`src/rtl/sd_fifo_burst_sched.sv`:
```
// Read-side burst scheduler: streams whole SD blocks out of the data FIFO.
// Optional WAIT_DATA watchdog enabled by defining SD_FIFO_SCHED_TIMEOUT_EN.
module sd_fifo_burst_sched #(
    parameter int BLK_LEN     = 512,
    parameter int BLK_W       = 16,
    parameter int WCNT_W      = 10,
    parameter int TIMEOUT_CYC = 65535
) (
    input  logic             clk,
    input  logic             reset_n,
    input  logic             start,
    input  logic [BLK_W-1:0] blk_count,
    input  logic             abort,
    input  logic             fifo_empty,
    input  logic             fifo_half,
    input  logic             sd_ready,
    output logic             rd_strb,
    output logic             data_vld,
    output logic             blk_start,
    output logic             blk_done,
    output logic             done,
    output logic             busy,
    output logic [BLK_W-1:0] blks_left,
    output logic             err
);

    localparam logic [2:0] S_IDLE      = 3'd0;
    localparam logic [2:0] S_WAIT_DATA = 3'd1;
    localparam logic [2:0] S_WAIT_SD   = 3'd2;
    localparam logic [2:0] S_BURST     = 3'd3;
    localparam logic [2:0] S_BLK_END   = 3'd4;

    localparam logic [WCNT_W-1:0] WCNT_LAST = WCNT_W'(BLK_LEN - 1);

    logic [2:0]        state_q, state_d;
    logic [WCNT_W-1:0] wcnt_q, wcnt_d;
    logic [BLK_W-1:0]  left_q, left_d;
    logic              rd_q, rd_d;
    logic              vld_q;
    logic              bs_q, bs_d;
    logic              bd_q, bd_d;
    logic              done_q, done_d;
    logic              busy_q;

`ifdef SD_FIFO_SCHED_TIMEOUT_EN
    localparam int TCNT_W = $clog2(TIMEOUT_CYC + 1);
    localparam logic [TCNT_W-1:0] TCNT_LAST = TCNT_W'(TIMEOUT_CYC - 1);
    logic [TCNT_W-1:0] tcnt_q, tcnt_d;
    logic              err_q, err_d;
`endif

    always_comb begin
        state_d = state_q;
        wcnt_d  = wcnt_q;
        left_d  = left_q;
        rd_d    = 1'b0;
        bs_d    = 1'b0;
        bd_d    = 1'b0;
        done_d  = 1'b0;
`ifdef SD_FIFO_SCHED_TIMEOUT_EN
        tcnt_d  = tcnt_q;
        err_d   = err_q;
`endif
        // abort wins over everything and leaves blks_left untouched
        if (abort) begin
            state_d = S_IDLE;
        end else begin
            case (state_q)
                S_IDLE: begin
                    if (start) begin
`ifdef SD_FIFO_SCHED_TIMEOUT_EN
                        err_d  = 1'b0;
                        tcnt_d = '0;
`endif
                        if (blk_count == '0) begin
                            done_d = 1'b1;
                        end else begin
                            left_d  = blk_count;
                            state_d = S_WAIT_DATA;
                        end
                    end
                end
                S_WAIT_DATA: begin
                    if (fifo_half) begin
                        state_d = S_WAIT_SD;
                    end
`ifdef SD_FIFO_SCHED_TIMEOUT_EN
                    else if (tcnt_q == TCNT_LAST) begin
                        err_d   = 1'b1;
                        state_d = S_IDLE;
                    end else begin
                        tcnt_d = tcnt_q + 1'b1;
                    end
`endif
                end
                S_WAIT_SD: begin
                    if (sd_ready) begin
                        wcnt_d  = '0;
                        state_d = S_BURST;
                    end
                end
                S_BURST: begin
                    // counter only advances on an issued strobe, so it never wraps
                    if (!fifo_empty) begin
                        rd_d = 1'b1;
                        bs_d = (wcnt_q == '0);
                        if (wcnt_q == WCNT_LAST) begin
                            state_d = S_BLK_END;
                        end else begin
                            wcnt_d = wcnt_q + 1'b1;
                        end
                    end
                end
                S_BLK_END: begin
                    bd_d   = 1'b1;
                    left_d = left_q - BLK_W'(1);
                    if (left_q == BLK_W'(1)) begin
                        done_d  = 1'b1;
                        state_d = S_IDLE;
                    end else begin
                        state_d = S_WAIT_DATA;
`ifdef SD_FIFO_SCHED_TIMEOUT_EN
                        tcnt_d  = '0;
`endif
                    end
                end
                default: state_d = S_IDLE;
            endcase
        end
    end

    always_ff @(posedge clk or negedge reset_n) begin
        if (!reset_n) begin
            state_q <= S_IDLE;
            wcnt_q  <= '0;
            left_q  <= '0;
            rd_q    <= 1'b0;
            vld_q   <= 1'b0;
            bs_q    <= 1'b0;
            bd_q    <= 1'b0;
            done_q  <= 1'b0;
            busy_q  <= 1'b0;
        end else begin
            state_q <= state_d;
            wcnt_q  <= wcnt_d;
            left_q  <= left_d;
            rd_q    <= rd_d;
            vld_q   <= rd_q;
            bs_q    <= bs_d;
            bd_q    <= bd_d;
            done_q  <= done_d;
            busy_q  <= (state_d != S_IDLE);
        end
    end

`ifdef SD_FIFO_SCHED_TIMEOUT_EN
    always_ff @(posedge clk or negedge reset_n) begin
        if (!reset_n) begin
            tcnt_q <= '0;
            err_q  <= 1'b0;
        end else begin
            tcnt_q <= tcnt_d;
            err_q  <= err_d;
        end
    end
    assign err = err_q;
`else
    logic unused_timeout;
    assign unused_timeout = (TIMEOUT_CYC > 0);
    assign err = 1'b0;
`endif

    assign rd_strb   = rd_q;
    assign data_vld  = vld_q;
    assign blk_start = bs_q;
    assign blk_done  = bd_q;
    assign done      = done_q;
    assign busy      = busy_q;
    assign blks_left = left_q;

endmodule

```
`config.mk`:
```
export PLATFORM = sky130hd
export DESIGN_NAME = sd_fifo_burst_sched
export DESIGN_NICKNAME = d
export VERILOG_FILES = /design/src/rtl/sd_fifo_burst_sched.sv
export SDC_FILE = /design/constraint.sdc
export NUM_CORES = 1
export LEC_CHECK = 0
export ABC_CLOCK_PERIOD_IN_PS = 6000
export CORE_UTILIZATION = 54
export DETAILED_ROUTE_END_ITERATION = 8
export PLACE_DENSITY = 0.95
export SYNTH_ARGS = -nofsm -noshare
export SYNTH_HDL_FRONTEND = slang
export SYNTH_SLANG_ARGS = --single-unit
```
`constraint.sdc`:
```
create_clock -name clk -period 6 [get_ports clk]
set_clock_uncertainty 0.05 [all_clocks]
set_input_delay 0.6 -clock clk [delete_from_list [all_inputs] [get_ports clk]]
set_output_delay 0.6 -clock clk [all_outputs]
set_load 0.02 [all_outputs]
```
==> PnR_summary.wiki <==
{| class="wikitable"
! Metric !! Value
|-
| Maximum clock path buffer count || 2
|-
| Antenna violations before repair || 0
|-
| Maximum Capacitance Violations || 0
|-
| Element type at the critical path end || register
|-
| Number of placed instances, taps included || 322
|-
| Max transition margin || 31.5%
|-
| Cell-by-cell trace of the critical path || or3b_1 -> nor2_2 -> a31oi_2 -> nor2_1 -> o22a_1
|-
| CTS tree || done
|-
| FF+latch count, synth || 35
|-
| Synth-to-Final Area Change || 26.1%
|-
| Most common cell in the netlist || dfrtp_1
|-
| Worst Tran Pin Value || 1.03 ns
|-
| Bufs and invs on worst path || 0
|-
| Max stage delay cell, worst path || or3b_1
|-
| Synth top cells by count || dfrtp_1 (35), o21ai_0 (23), nor2_1 (22), a21oi_1 (21), nand2_1 (17)
|-
| Starting density of the core || between 50% and 60%
|-
| Total power || 716 uW
|-
| Sink Count || 35
|-
| Fraction of the cycle the final worst path needs || 46.4%
|-
| Sequential share of the synthesized area || 41.5%
|-
| Cell type with the largest total area after synthesis || dfrtp_1
|-
| Worst EP required || a little over 6 ns
|-
| Post-synthesis cell type count || 54
|-
| Final Hold Violating Endpoints || 0
|-
| Max H-tree Level || 2
|-
| Biggest area contributors in the synthesized netlist || dfrtp_1 (41%), o21ai_0 (5.5%), a21oi_1 (5.0%), nor2_1 (3.9%), nand2_1 (3.0%)
|-
| Total iterations of the first detailed-routing run || 5
|-
| Buffers on Ports || 44
|-
| Routed length per instance || 16.3 um
|-
| Synthesized area per cell || 8.76 sq um
|-
| Static leakage || 0.00108 uW
|-
| Core area || 0.00372 sq mm
|-
| DIE HEIGHT || approximately 65 um
|-
| Source of the worst register-to-register timing path || state_q[2]
|-
| Netlist area before placement || 0.00211 sq mm
|-
| Type of the setup path with the least slack || register to register
|-
| Crit-path leading delay family || simple AND/OR/NAND/NOR gates
|-
| Later-pin clock latency in the skew report || 0.29 ns
|-
| Startpoint of the worst setup timing path || state_q[2]
|-
| Pwr per Cell Area || 269 mW/mm^2
|-
| Overall routed net length || approximately 5.4 mm
|-
| Final setup violation count || 0
|-
| Violation count after the first detailed-route iteration || approximately 230
|-
| Via-to-Cell Ratio || approximately 6.3
|-
| HPWL reported at the end of detailed placement || 3.77 mm
|-
| Sum of negative setup slack || 0 ns
|-
| Number of design rule violations left after detail routing || 0
|-
| Critical path peak fanout || 31
|-
| Number of cells upsized or downsized after cts || 0
|-
| Nets@finish || 308
|-
| Clock-pin transition on the worst setup and hold timing paths || 0.07 ns
|-
| Final ANT Viol Nets || 0
|-
| Number of global-route vias before repair || 1,964
|-
| Wire length of the first global-routing pass || 9.12 mm
|-
| # diodes || 0
|-
| Post-CTS setup repair buffer count || 0
|-
| Hold bufs inserted after CTS || 0
|-
| Std-Cell Rows || 22
|-
| Overall die width || roughly 65 um
|-
| Post-synth EDFFs || 0
|-
| Critical path launch point type || register
|-
| I/O pin cnt || 46
|-
| Vias after detailed routing || 2,077
|-
| Cell Count, Final, Fillers Out || 330
|-
| Post-synthesis instance total || ~240
|-
| Worst EP arrival || 2.91 ns
|-
| Top cell type's share of synthesized area || 41.5%
|-
| Outcome || finished clean
|-
| Worst min-delay path class || register to register
|-
| Fmax || about 360 MHz
|-
| GRT Overall Usage || 28.4%
|-
| CP peak stage delay || 0.92 ns
|-
| Pin count of the biggest net entering global routing || 36
|-
| Highest ir drop seen on vdd || 0.172 mV
|-
| GP Congestion || 0.885
|-
| Post-Layout Inst Area || 0.00266 sq mm
|-
| Fraction of synthesis flops using an asynchronous set or reset pin || between 90% and 100%
|-
| Count of synthesis-stage warnings from yosys || 0
|-
| Total overflow reported by the global router || 0
|-
| Fraction of final layout cells sized beyond drive strength 1 || between 6 and 7%
|-
| Hold wc startpoint || rd_strb
|-
| Root Buffer || clkbuf_8
|-
| Final Slew Violations || 0
|-
| Placed inst area || 0.00254 sq mm
|-
| Post-synth top flop || dfrtp_1
|-
| Die area || 0.00416 sq mm
|-
| Tmin final || 2.78 ns
|-
| Inserted Clock Buffers || 5
|-
| Setup repair after global routing missed its margin || no
|-
| Nets in the synthesized netlist || 268
|}
-- cell families after synthesis --
family                   Yosys count  share of synthesized area (%)
buffers and inverters             20                           4.92
other                              1                          0.178
AO/OA/AOI/OAI                     75                           21.5
AND/OR/NAND/NOR                  101                           27.4
adder cells (fa/ha/maj)            4                           2.37
flip-flops                        35                           41.5
XOR/XNOR                           4                           1.66
multiplexers                       1                          0.533
-- state kept, by name, indices dropped and copies added (netlist names) --
name	count
rd_strb	1
done	1
blk_start	1
wcnt_q	10
state_q	3
blk_done	1
blks_left	16
busy	1
data_vld	1
-- where the power goes --
group          leakage, uW  internal (uW)  switching (uW)
logic             0.000566           89.5            96.9
registers         0.000452            263            45.1
clock network    0.0000612            134            86.5
total              0.00108            487             228
-- placed cells by master (no fill, tap or decap), types with 2 or more instances in the layout --
cell and n:
nand2_1 17, o32ai_1 2, nand3_1 9, xor2_1 3
nand2b_1 3, a31oi_1 4, o21ai_1 7, and3b_1 2
a22oi_1 3, ha_1 4, nor3b_1 3, dfrtp_1 35
nor3_1 8, a21oi_1 21, nor4_1 8, nor2_1 22
nand4_1 4, clkbuf_8 6, o2bb2ai_1 2, or3b_1 3
o21ai_0 23, clkdlybuf4s50_1 44, o21a_1 2, inv_1 8
and4_1 2, or3_1 5, and3_1 4
-- final cells by class --
class | count | area (sq um)
clock buffers | 6 | 82.6
clock inverters | 2 | 35.0
fillers | 266 | 1050
inverters | 8 | 30.0
multi-input cells | 186 | 1130
flip-flops and latches | 35 | 876
well taps | 48 | 60.1
repair buffers | 45 | 448
-- layer usage --
metal / track usage [%] / share of wire, %
met3: 5.28 / 7.2
met1: 38.0 / 43
met4: 10.8 / 2.0
met5: 0 / 0
met2: 45.5 / 48
-- per-stage QoR --
stage          hold slack (ns)  worst slack [ns]  utilization (%)
2_1_floorplan            0.254              3.94                -
3_3_place_gp             0.310              3.10             68.5
3_5_place_dp             0.312              3.04             68.5
4_1_cts                  0.328              3.29             71.6
5_1_grt                  0.337              3.01             71.6
6_report                 0.326              3.22             71.6
-- worst paths after layout --
| check | to | slack (ns) | depth (start not counted) |
|---|---|---|---|
| max in group asynchronous | wcnt_q[6] | 4.91 | 2 |
| setup / recovery | blks_left[13] | 3.22 | 5 |
| hold reg to reg | data_vld | 0.33 | 0 |
| hold / removal | data_vld | 0.33 | 0 |
| min in group asynchronous | blks_left[2] | 0.67 | 2 |
| setup reg to reg | blks_left[13] | 3.22 | 5 |
Power figures use the tool's default switching activity.
